**src/rtl/motor_driver_pkg.sv**
```systemverilog
// motor_driver_pkg: shared FSM encoding, PWM period and duty ramp helper for the motor sequencer.
package motor_driver_pkg;
   localparam int PWM_PERIOD = 255;
   typedef enum logic [2:0] {
      ST_IDLE   = 3'd0,
      ST_SETDIR = 3'd1,
      ST_RAMP   = 3'd2,
      ST_RUN    = 3'd3,
      ST_DECEL  = 3'd4,
      ST_DWELL  = 3'd5
   } seq_state_t;
   // Moves cur toward goal by at most max_step; 9-bit math so nothing wraps.
   function automatic logic [7:0] step_toward(input logic [7:0] cur, input logic [7:0] goal,
                                              input logic [8:0] max_step);
      logic [8:0] diff;
      logic [8:0] s;
      diff = (goal > cur) ? {1'b0, goal} - {1'b0, cur} : {1'b0, cur} - {1'b0, goal};
      s    = (diff < max_step) ? diff : max_step;
      return (goal > cur) ? 8'({1'b0, cur} + s) : 8'({1'b0, cur} - s);
   endfunction
endpackage

```
**src/rtl/pwm_timebase.sv**
```systemverilog
// pwm_timebase: prescaler plus 0..254 PWM counter.
//   clk, reset : clock, synchronous active-high reset
//   tick       : one-cycle strobe every PRESCALE clk cycles (counter advances on it)
//   count      : current PWM counter value
//   boundary   : tick on which count wraps 254 -> 0
module pwm_timebase
   import motor_driver_pkg::*;
#(
   parameter int PRESCALE = 4
) (
   input  logic       clk,
   input  logic       reset,
   output logic       tick,
   output logic [7:0] count,
   output logic       boundary
);
   localparam int PW = (PRESCALE > 1) ? $clog2(PRESCALE) : 1;
   logic [PW-1:0] pre;
   assign tick     = (pre == PW'(PRESCALE - 1));
   assign boundary = tick && (count == 8'(PWM_PERIOD - 1));
   always_ff @(posedge clk) begin
      if (reset) begin
         pre   <= '0;
         count <= '0;
      end else begin
         pre <= tick ? '0 : pre + PW'(1);
         if (tick) count <= boundary ? 8'd0 : count + 8'd1;
      end
   end
endmodule

```
**src/rtl/motor_pwm_seq.sv**
```systemverilog
// motor_pwm_seq: PWM motor sequencer with duty ramping, reversal dwell and direction sequencing.
//   clk, reset        : clock, synchronous active-high reset
//   cmd_valid/ready   : command handshake; cmd_dir (1 = cw), cmd_duty target duty
//   pwm_out           : registered PWM to the bridge
//   motor_dir         : direction to the direction controller
//   motor_is_running  : bridge may be energised
//   cur_duty          : duty currently applied
//   seq_state         : FSM state, debug
module motor_pwm_seq
   import motor_driver_pkg::*;
#(
   parameter int PRESCALE      = 4,
   parameter int RAMP_STEP     = 16,
   parameter int DWELL_PERIODS = 100
) (
   input  logic       clk,
   input  logic       reset,
   input  logic       cmd_valid,
   output logic       cmd_ready,
   input  logic       cmd_dir,
   input  logic [7:0] cmd_duty,
   output logic       pwm_out,
   output logic       motor_dir,
   output logic       motor_is_running,
   output logic [7:0] cur_duty,
   output logic [2:0] seq_state
);
   localparam int DW = $clog2(DWELL_PERIODS + 1);
   seq_state_t    state, state_n;
   logic          tick, boundary, accept;
   logic [7:0]    count;
   logic          tgt_dir, tdir_n, dir_n;
   logic [7:0]    tgt_duty, tduty_n, duty_n, stepped;
   logic [DW-1:0] dwell_cnt, dwell_n;

   pwm_timebase #(.PRESCALE(PRESCALE)) u_timebase (
      .clk(clk), .reset(reset), .tick(tick), .count(count), .boundary(boundary)
   );

   assign cmd_ready = !reset && (state == ST_IDLE || state == ST_RAMP || state == ST_RUN);
   assign accept    = cmd_valid && cmd_ready;
   assign seq_state = state;

   always_comb begin
      state_n = state;
      duty_n  = cur_duty;
      tdir_n  = tgt_dir;
      tduty_n = tgt_duty;
      dir_n   = motor_dir;
      dwell_n = (state == ST_DWELL) ? dwell_cnt : '0;
      stepped = step_toward(cur_duty, (state == ST_DECEL) ? 8'd0 : tgt_duty, 9'(RAMP_STEP));
      case (state)
         ST_IDLE: if (accept) begin
            tdir_n  = cmd_dir;
            tduty_n = cmd_duty;
            dir_n   = cmd_dir;
            state_n = ST_SETDIR;
         end
         ST_SETDIR: state_n = (tgt_duty != 8'd0) ? ST_RAMP : ST_IDLE;
         ST_RAMP, ST_RUN: begin
            if (boundary && state == ST_RAMP) begin
               duty_n = stepped;
               if (stepped == tgt_duty) state_n = (tgt_duty != 8'd0) ? ST_RUN : ST_DWELL;
            end
            // A retarget landing on the same boundary as a step compares against the stepped duty.
            if (accept) begin
               tdir_n  = cmd_dir;
               tduty_n = cmd_duty;
               if (cmd_dir != motor_dir) state_n = ST_DECEL;
               else state_n = (cmd_duty == duty_n && cmd_duty != 8'd0) ? ST_RUN : ST_RAMP;
            end
         end
         ST_DECEL: if (boundary) begin
            duty_n = stepped;
            if (stepped == 8'd0) state_n = ST_DWELL;
         end
         ST_DWELL: if (boundary) begin
            if (dwell_cnt == DW'(DWELL_PERIODS - 1)) begin
               if (tgt_duty != 8'd0 || tgt_dir != motor_dir) begin
                  state_n = ST_SETDIR;
                  dir_n   = tgt_dir;
               end else state_n = ST_IDLE;
            end else dwell_n = dwell_cnt + DW'(1);
         end
         default: state_n = ST_IDLE;
      endcase
   end

   always_ff @(posedge clk) begin
      if (reset) begin
         state            <= ST_IDLE;
         cur_duty         <= '0;
         pwm_out          <= 1'b0;
         motor_dir        <= 1'b1;
         motor_is_running <= 1'b0;
         tgt_dir          <= 1'b0;
         tgt_duty         <= '0;
         dwell_cnt        <= '0;
      end else begin
         state            <= state_n;
         cur_duty         <= duty_n;
         motor_dir        <= dir_n;
         motor_is_running <= state_n inside {ST_RAMP, ST_RUN, ST_DECEL, ST_DWELL};
         tgt_dir          <= tdir_n;
         tgt_duty         <= tduty_n;
         dwell_cnt        <= dwell_n;
         // Sampled on the tick so each counter value is compared with the duty of its own period.
         if (tick) pwm_out <= (count < cur_duty);
      end
   end
endmodule

```
**config.mk**
```make
export PLATFORM = sky130hd
export DESIGN_NAME = motor_pwm_seq
export DESIGN_NICKNAME = d
export VERILOG_FILES = /design/src/rtl/motor_driver_pkg.sv /design/src/rtl/pwm_timebase.sv /design/src/rtl/motor_pwm_seq.sv
export SDC_FILE = /design/constraint.sdc
export NUM_CORES = 1
export LEC_CHECK = 0
export ABC_AREA = 1
export CELL_PAD_IN_SITES_DETAIL_PLACEMENT = 2
export CELL_PAD_IN_SITES_GLOBAL_PLACEMENT = 2
export CORE_MARGIN = 2
export CORE_UTILIZATION = 33
export DETAILED_ROUTE_END_ITERATION = 16
export GPL_ROUTABILITY_DRIVEN = 0
export PLACE_DENSITY = 0.93
export SLEW_MARGIN = 0
export SYNTH_ARGS = -nofsm -noshare
export SYNTH_HDL_FRONTEND = slang
export SYNTH_SLANG_ARGS = --single-unit
```
**constraint.sdc**
```tcl
create_clock -name clk -period 5.8 [get_ports clk]
set_clock_uncertainty 0.15 [all_clocks]
set_input_delay 1.16 -clock clk [delete_from_list [all_inputs] [get_ports clk]]
set_output_delay 1.16 -clock clk [all_outputs]
set_load 0.005 [all_outputs]
```
Word level (Yosys, flattened, before mapping) --
Cells that the tools add are included.
Cells by class: $add $sub $neg 7, multiplexer cells 32, eq/ne operators 21, reductions and logical operators 22, magnitude comparators 3
Operator list (number):
- 8-bit two-way mux | 7
- 3-bit two-way mux | 10
- 7-bit two-way mux | 4
- 8-bit by 8-bit subtractor with 9-bit output | 2
- 8-bit == test | 2
- 8-bit one-hot mux with 2 select lines | 1
- 8-bit nonzero test | 2
- 3-bit one-hot mux with 5 select lines | 1
- 3-bit by 2-bit == test with 1-bit output (second input constant) | 4
- 3-bit == test (second input constant) | 4
- 9-bit by 5-bit < comparator with 1-bit output (second input constant) | 1
- 9-bit two-way mux | 1
- 8-bit by 1-bit adder with 8-bit output (second input constant) | 1
- 8-bit adder | 1
- 8-bit == test (second input constant) | 1
- 8-bit greater-than comparator | 1
- 8-bit logical NOT | 1
- 8-bit < comparator | 1
- 8-bit subtractor | 1
- 7-bit by 1-bit adder with 7-bit output (second input constant) | 1
- 7-bit == test (second input constant) | 1
- 1-bit two-way mux | 6
- 2-bit inequality test (second input constant) | 3
- 1-bit logical AND | 5
- other kinds (16) | 23
Storage, ports and cells: logic and storage cells 95, bits in registers 40

Depth between registers and ports, before layout --
depth after elaboration 18, depth in mapped cells 46, depth with buffers taken out 44

Modules after synthesis --
A second synthesis with hierarchy kept.
Unflattened totals: cells, all modules 589, area, all modules 3856.2 um2
By module, submodules not included:
- motor_pwm_seq | sequential area each 600.6 um2, area each 3352.0 um2, cells an instance 525, instances 1
- pwm_timebase | sequential area each 200.2 um2, area each 504.2 um2, cells an instance 64, instances 1

Least setup slack after synthesis --
OpenSTA, ideal clock, no wires.
kind register -> register, from register state[1], in the netlist seq_state[1], to register motor_is_running, arrival time 5.047 ns, cell stages (with the launch flop) 43, data required time 5.522 ns, path buffers 2, slack 0.476 ns, cells stage by stage dfxtp_1 -> nor2_1 -> nand2_1 -> inv_1 -> clkbuf_1 -> clkbuf_1 -> nor2_1 -> inv_1 -> ha_1 -> inv_1 -> fa_1 -> nand3_1 -> nand3_1 -> xor2_1 -> inv_1 -> o21ai_4 -> nand4_1 -> ha_1 -> [7 not listed] -> nand2_1 -> nand2_1 -> a21oi_1 -> nor2_1 -> o21ai_0 -> nand2_1 -> nand2_1 -> nand2_1 -> inv_1 -> nand3_2 -> nand3_1 -> nand4_2 -> nand2_1 -> nand2_1 -> nand2_1 -> nand2_1 -> nor2_1 -> nor2_1
Between the ends: cells in the longest elaborated chain, start to end 18, elaborated cells on any way between the ends 44, classes of those cells add/sub: 4; order compare: 2; eq/ne: 11; mux: 17; reduce/logical: 10
Ends and longest elaborated chain:
- start: declaration | RTL line motor_pwm_seq.sv:29 | seq_state_t state, state_n;
- start signal: assignment | RTL line motor_pwm_seq.sv:100 | state <= state_n;
- 3-bit == test | RTL line motor_pwm_seq.sv:51, motor_pwm_seq.sv:52
- 8-bit two-way mux | RTL line motor_pwm_seq.sv:51 | stepped = step_toward(cur_duty, (state == ST_DECEL) ? 8'd0 : tgt_duty, 9'(RAMP_STEP));
- 8-bit by 8-bit subtractor with 9-bit output or 8-bit greater-than comparator (tied branches) | RTL line motor_driver_pkg.sv:17, motor_driver_pkg.sv:19
- 9-bit two-way mux | RTL line motor_driver_pkg.sv:17 | diff = (goal > cur) ? {1'b0, goal} - {1'b0, cur} : {1'b0, cur} - {1'b0, goal};
- 9-bit by 5-bit < comparator with 1-bit output | RTL line motor_driver_pkg.sv:18 | s = (diff < max_step) ? diff : max_step;
- 8-bit two-way mux | RTL line motor_driver_pkg.sv:18
- 8-bit subtractor or 8-bit adder (tied branches) | RTL line motor_driver_pkg.sv:19 | return (goal > cur) ? 8'({1'b0, cur} + s) : 8'({1'b0, cur} - s);
- 8-bit two-way mux | RTL line motor_driver_pkg.sv:19
- [2 not listed]
- 8-bit == test | RTL line motor_pwm_seq.sv:70 | else state_n = (cmd_duty == duty_n && cmd_duty != 8'd0) ? ST_RUN : ST_RAMP;
- 1-bit logical AND | RTL line motor_pwm_seq.sv:70
- 1-bit two-way mux | RTL line motor_pwm_seq.sv:70
- 3-bit two-way mux | RTL line motor_pwm_seq.sv:69 | if (cmd_dir != motor_dir) state_n = ST_DECEL;
- 3-bit two-way mux | RTL line motor_pwm_seq.sv:66 | if (accept) begin
- 3-bit one-hot mux with 5 select lines * | RTL line motor_pwm_seq.sv:52 | case (state)
- 3-bit by 2-bit == test with 1-bit output or 3-bit == test (tied branches) | RTL line motor_pwm_seq.sv:103 | motor_is_running <= state_n inside {ST_RAMP, ST_RUN, ST_DECEL, ST_DWELL};
- 4-bit nonzero test * | RTL line motor_pwm_seq.sv:103
- end signal: assignment | RTL line motor_pwm_seq.sv:103
- end: declaration | RTL line motor_pwm_seq.sv:24 | output logic motor_is_running,
Mark *: on every way between the ends. The rest lies on a longest branch, timed or not. The select of a mux whose other input is x is not followed. A chain may end at the register's enable or synchronous reset.

Final worst setup path --
from register state[2], in the netlist seq_state[2], to register state[0], in the netlist seq_state[0]
Between the ends: cells in the longest elaborated chain, start to end 16, elaborated cells on any way between the ends 37, classes of those cells add/sub: 4; order compare: 2; eq/ne: 7; mux: 15; reduce/logical: 9
Ends and longest elaborated chain:
- 3-bit == test | RTL line motor_pwm_seq.sv:51, motor_pwm_seq.sv:52
- 8-bit two-way mux | RTL line motor_pwm_seq.sv:51
- 8-bit by 8-bit subtractor with 9-bit output or 8-bit greater-than comparator (tied branches) | RTL line motor_driver_pkg.sv:17, motor_driver_pkg.sv:19
- 9-bit two-way mux | RTL line motor_driver_pkg.sv:17
- 9-bit by 5-bit < comparator with 1-bit output | RTL line motor_driver_pkg.sv:18
- 8-bit two-way mux | RTL line motor_driver_pkg.sv:18
- 8-bit subtractor or 8-bit adder (tied branches) | RTL line motor_driver_pkg.sv:19
- 8-bit two-way mux | RTL line motor_driver_pkg.sv:19
- 8-bit two-way mux | RTL line motor_pwm_seq.sv:61 | if (boundary && state == ST_RAMP) begin
- 8-bit two-way mux | RTL line motor_pwm_seq.sv:52
- 8-bit == test | RTL line motor_pwm_seq.sv:70
- 1-bit logical AND | RTL line motor_pwm_seq.sv:70
- 1-bit two-way mux | RTL line motor_pwm_seq.sv:70
- 3-bit two-way mux | RTL line motor_pwm_seq.sv:69
- 3-bit two-way mux | RTL line motor_pwm_seq.sv:66
- 3-bit one-hot mux with 5 select lines * | RTL line motor_pwm_seq.sv:52
Marked as above.

==> results.tsv <==
stage	metric	value	unit
run_status	outcome	finished, violations left	
run_status	violations	setup timing	
timing	rsz0062_at_grt	yes	
clocking	clockBufferDepth	2	
min_path	holdPathStages	1	
drt	detail-route-antenna-nets	0	
power	p_seq_frac	0.191	
drt	via_count	4656	
synth	synth_ff_type	dfxtp_1	
drt	drt-vias-per-instance	5.886	
synth	synth_cell_types	46	
grt	grt.total_usage	0.2978	
floorplanning	io_pins	27	
floorplanning	die_y	111.0	µm
clocking	h-tree-depth	2	
worst_setup_path	critPathKind	reg -> reg	
worst_setup_path	critPathMostFrequentCell	nand2_1	
power	p_per_area	309.0	mW/mm²
floorplanning	placementRows	39	
run	drv_cap	0	
worst_setup_path	cp-end-kind	flip-flop	
worst_setup_path	crit_slowest_cell	dfxtp_1	
clocking	cts-root-buf	clkbuf_16	
timing	hold_viol	0	
worst_setup_path	required	5850	ps
timing	post-route-min-period	6005	ps
power	finalPower	1.562	mW
drt	routed_wirelength	22230	µm
power	comb_power_share	0.594	
synth	netlist_area	0.003775	mm²
timing	slew_headroom	0.2772	
timing	maxSlewViolCount	0	
worst_setup_path	critPathMaxFanout	8	
synth	synth_seq_cells	40	
worst_setup_path	arrival	6050	ps
power	vdd_drop_max	0.0001521	V
clocking	clk_latency	310	ps
finish	nets	697	
synth	syn_inst	593	
finish	diodes	0	
timing	layout_setup_ws	-205.2	ps
finish	drive_above_1_share	0.2315	
drt	wire_per_inst	28.10	µm
floorplanning	die_area	0.01231	mm²
grt	grt-ovfl-total	0	
clocking	cts_buffers	5	
grt	grt_antenna_before_repair	0	
synth	yosysSeqAreaShare	0.2121	
grt	grt_pass1_vias	5141	
drt	drt_iter0_markers	301	
drt	first_pass_iters	4	
grt	grt_pass1_wl	28610	µm
timing	fmax	0.1665	GHz
floorplanning	initial_core_util	0.3349	
grt	grt_max_degree	23	
power	p_leak	2.292	nW
worst_setup_path	r2r_cells	33	
power	switching_power	0.7515	mW
power	internal_power	0.8109	mW
synth	avgSynthCellArea	6.366	µm²
timing	post-route-period-util	1.035	
finish	area_growth	33.94	%
power	swShare	0.4810	
worst_setup_path	crit_path_start_kind	flip-flop	
clocking	clk_pin_slew_worst_paths	60	ps
power	clkPwrFrac	0.215	
min_path	hold_class	reg -> reg	
synth	async_flop_share	0	
timing	fin_hold_ws	291.4	ps
floorplanning	fp.dieW	111.0	µm
placement	place_ws	-656.7	ps
synth	yosysWarnings	0	
timing	worstMarginPinSlew	1084	ps
floorplanning	core	0.01127	mm²
timing	setup-violations-final	4	
clocking	clock-sinks	40	
placement	io_buffers	26	
worst_setup_path	max_stage_delay	460	ps
synth	synthesis.nets	643	
drt	drt_drc_violations_left	0	
clocking	cts_tree	built	
timing	fin_setup_tns	-461.5	ps
placement	dp.final_hpwl	12270	µm
clocking	cts_hold_buf	0	
synth	synth_edf_count	0	
## registers in the layout (all words and copies together), names as in the netlist
signal and flops:
motor_is_running 1, tgt_dir 1, tgt_duty 8, motor_dir 1
dwell_cnt 7, u_timebase.pre 2, pwm_out 1, seq_state 3
cur_duty 8, u_timebase.count 8
## power by group through the flow
stage               logic [mW]  clock network [mW]  registers [mW]
floorplan                0.397                   0           0.298
global placement         0.514                   0           0.301
detailed placement       0.563                   0           0.302
CTS                      0.608               0.330           0.296
global route             0.970               0.351           0.299
finish                   0.928               0.336           0.299
## worst max-delay path: cells and delay by family, from the launching register on
kind	cells	cell delay, ps
AOI/OAI and AO/OA	4	990
xor gates and xnor gates	1	190
adders and majority gates	3	1090
buffers and inverters	3	410
DFF	1	460
and+or+nand+nor	22	2570
## synthesized netlist by cell type, types with 5 or more instances
library cell,n,area share
nand2_1,141,0.14
inv_1,98,0.097
nor2_1,48,0.048
a21oi_1,41,0.054
dfxtp_1,40,0.21
nand3_1,38,0.050
o21ai_0,36,0.048
ha_1,35,0.12
xor2_1,16,0.037
nor3_1,11,0.015
nand4_1,9,0.015
or2_2,7,0.012
clkbuf_1,6,0.0060
nand2_2,6,0.0099
xnor2_1,6,0.014
nand3_2,5,0.013
o211ai_1,5,0.0099
## layout make-up
class | count | area (µm²)
well taps | 143 | 178.9
flip-flops and latches | 40 | 808.3
repair buffers | 57 | 536.8
multi-input cells | 438 | 2968
clock inverters | 2 | 35.03
clock buffers | 6 | 128.9
inverters | 105 | 400.4
fillers | 1307 | 6216
## layer usage
| metal | global-route usage | wire length [µm] | vias up |
|---|---|---|---|
| met5 | 0 | 0 | - |
| met4 | 0.1683 | 1906 | 0 |
| met3 | 0.03882 | 849 | 111 |
| met2 | 0.5587 | 11470 | 217 |
| met1 | 0.3187 | 8001 | 2313 |
| li1 | - | - | 2015 |
## through the flow
step           utilization  area (µm²)  std cells
6_report            0.4486        5056        791
5_1_grt             0.4486        5056        791
4_1_cts             0.4022        4533        772
3_5_place_dp        0.3725        4199        757
3_3_place_gp        0.3725        4199        757
2_1_floorplan            -        3775        593
## layout by cell type, fill, tap and decap left out, drive strengths merged, types with 2 or more instances in the layout
cell type	count
nor4	5
nor3	11
dfxtp	40
o2111ai	2
clkinv	3
clkdlybuf4s50	26
nor2	51
nand2	150
o21ai	38
buf	31
a21oi	41
ha	35
or2	8
nand4	10
fa	3
xnor2	6
xor2	16
o211ai	5
a31oi	4
inv	102
nand3	43
clkbuf	6
## worst paths after layout
path,from,endpoint,slack [ps]
worst max-delay path,seq_state[2]$_SDFF_PP0_,seq_state[0]$_SDFF_PP0_,-210
worst min register to register,u_timebase.pre[0]$_SDFF_PP0_,u_timebase.pre[0]$_SDFF_PP0_,290
worst min-delay path,u_timebase.pre[0]$_SDFF_PP0_,u_timebase.pre[0]$_SDFF_PP0_,290
worst max register to register,seq_state[2]$_SDFF_PP0_,seq_state[0]$_SDFF_PP0_,-210
## what timing repair did
action,in CTS,in global routing
gates resized for setup,30,92
cloned,0,0
endpoints found under the setup margin,5,7
buffers inserted,7,19
pin swaps,6,35
## cells by family (layout without fill, tap and decap cells)
logic type | count (synthesis) | after routing | synth area share
AND/OR/NAND/NOR | 280 | 280 | 0.3401
AO/OA/AOI/OAI | 98 | 98 | 0.1458
XOR/XNOR | 22 | 22 | 0.05104
buffers and inverters | 115 | 170 | 0.1190
adder cells (fa/ha/maj) | 38 | 38 | 0.1319
flip-flops | 40 | 40 | 0.2121
Note: power is estimated with default switching activity, not from simulation.
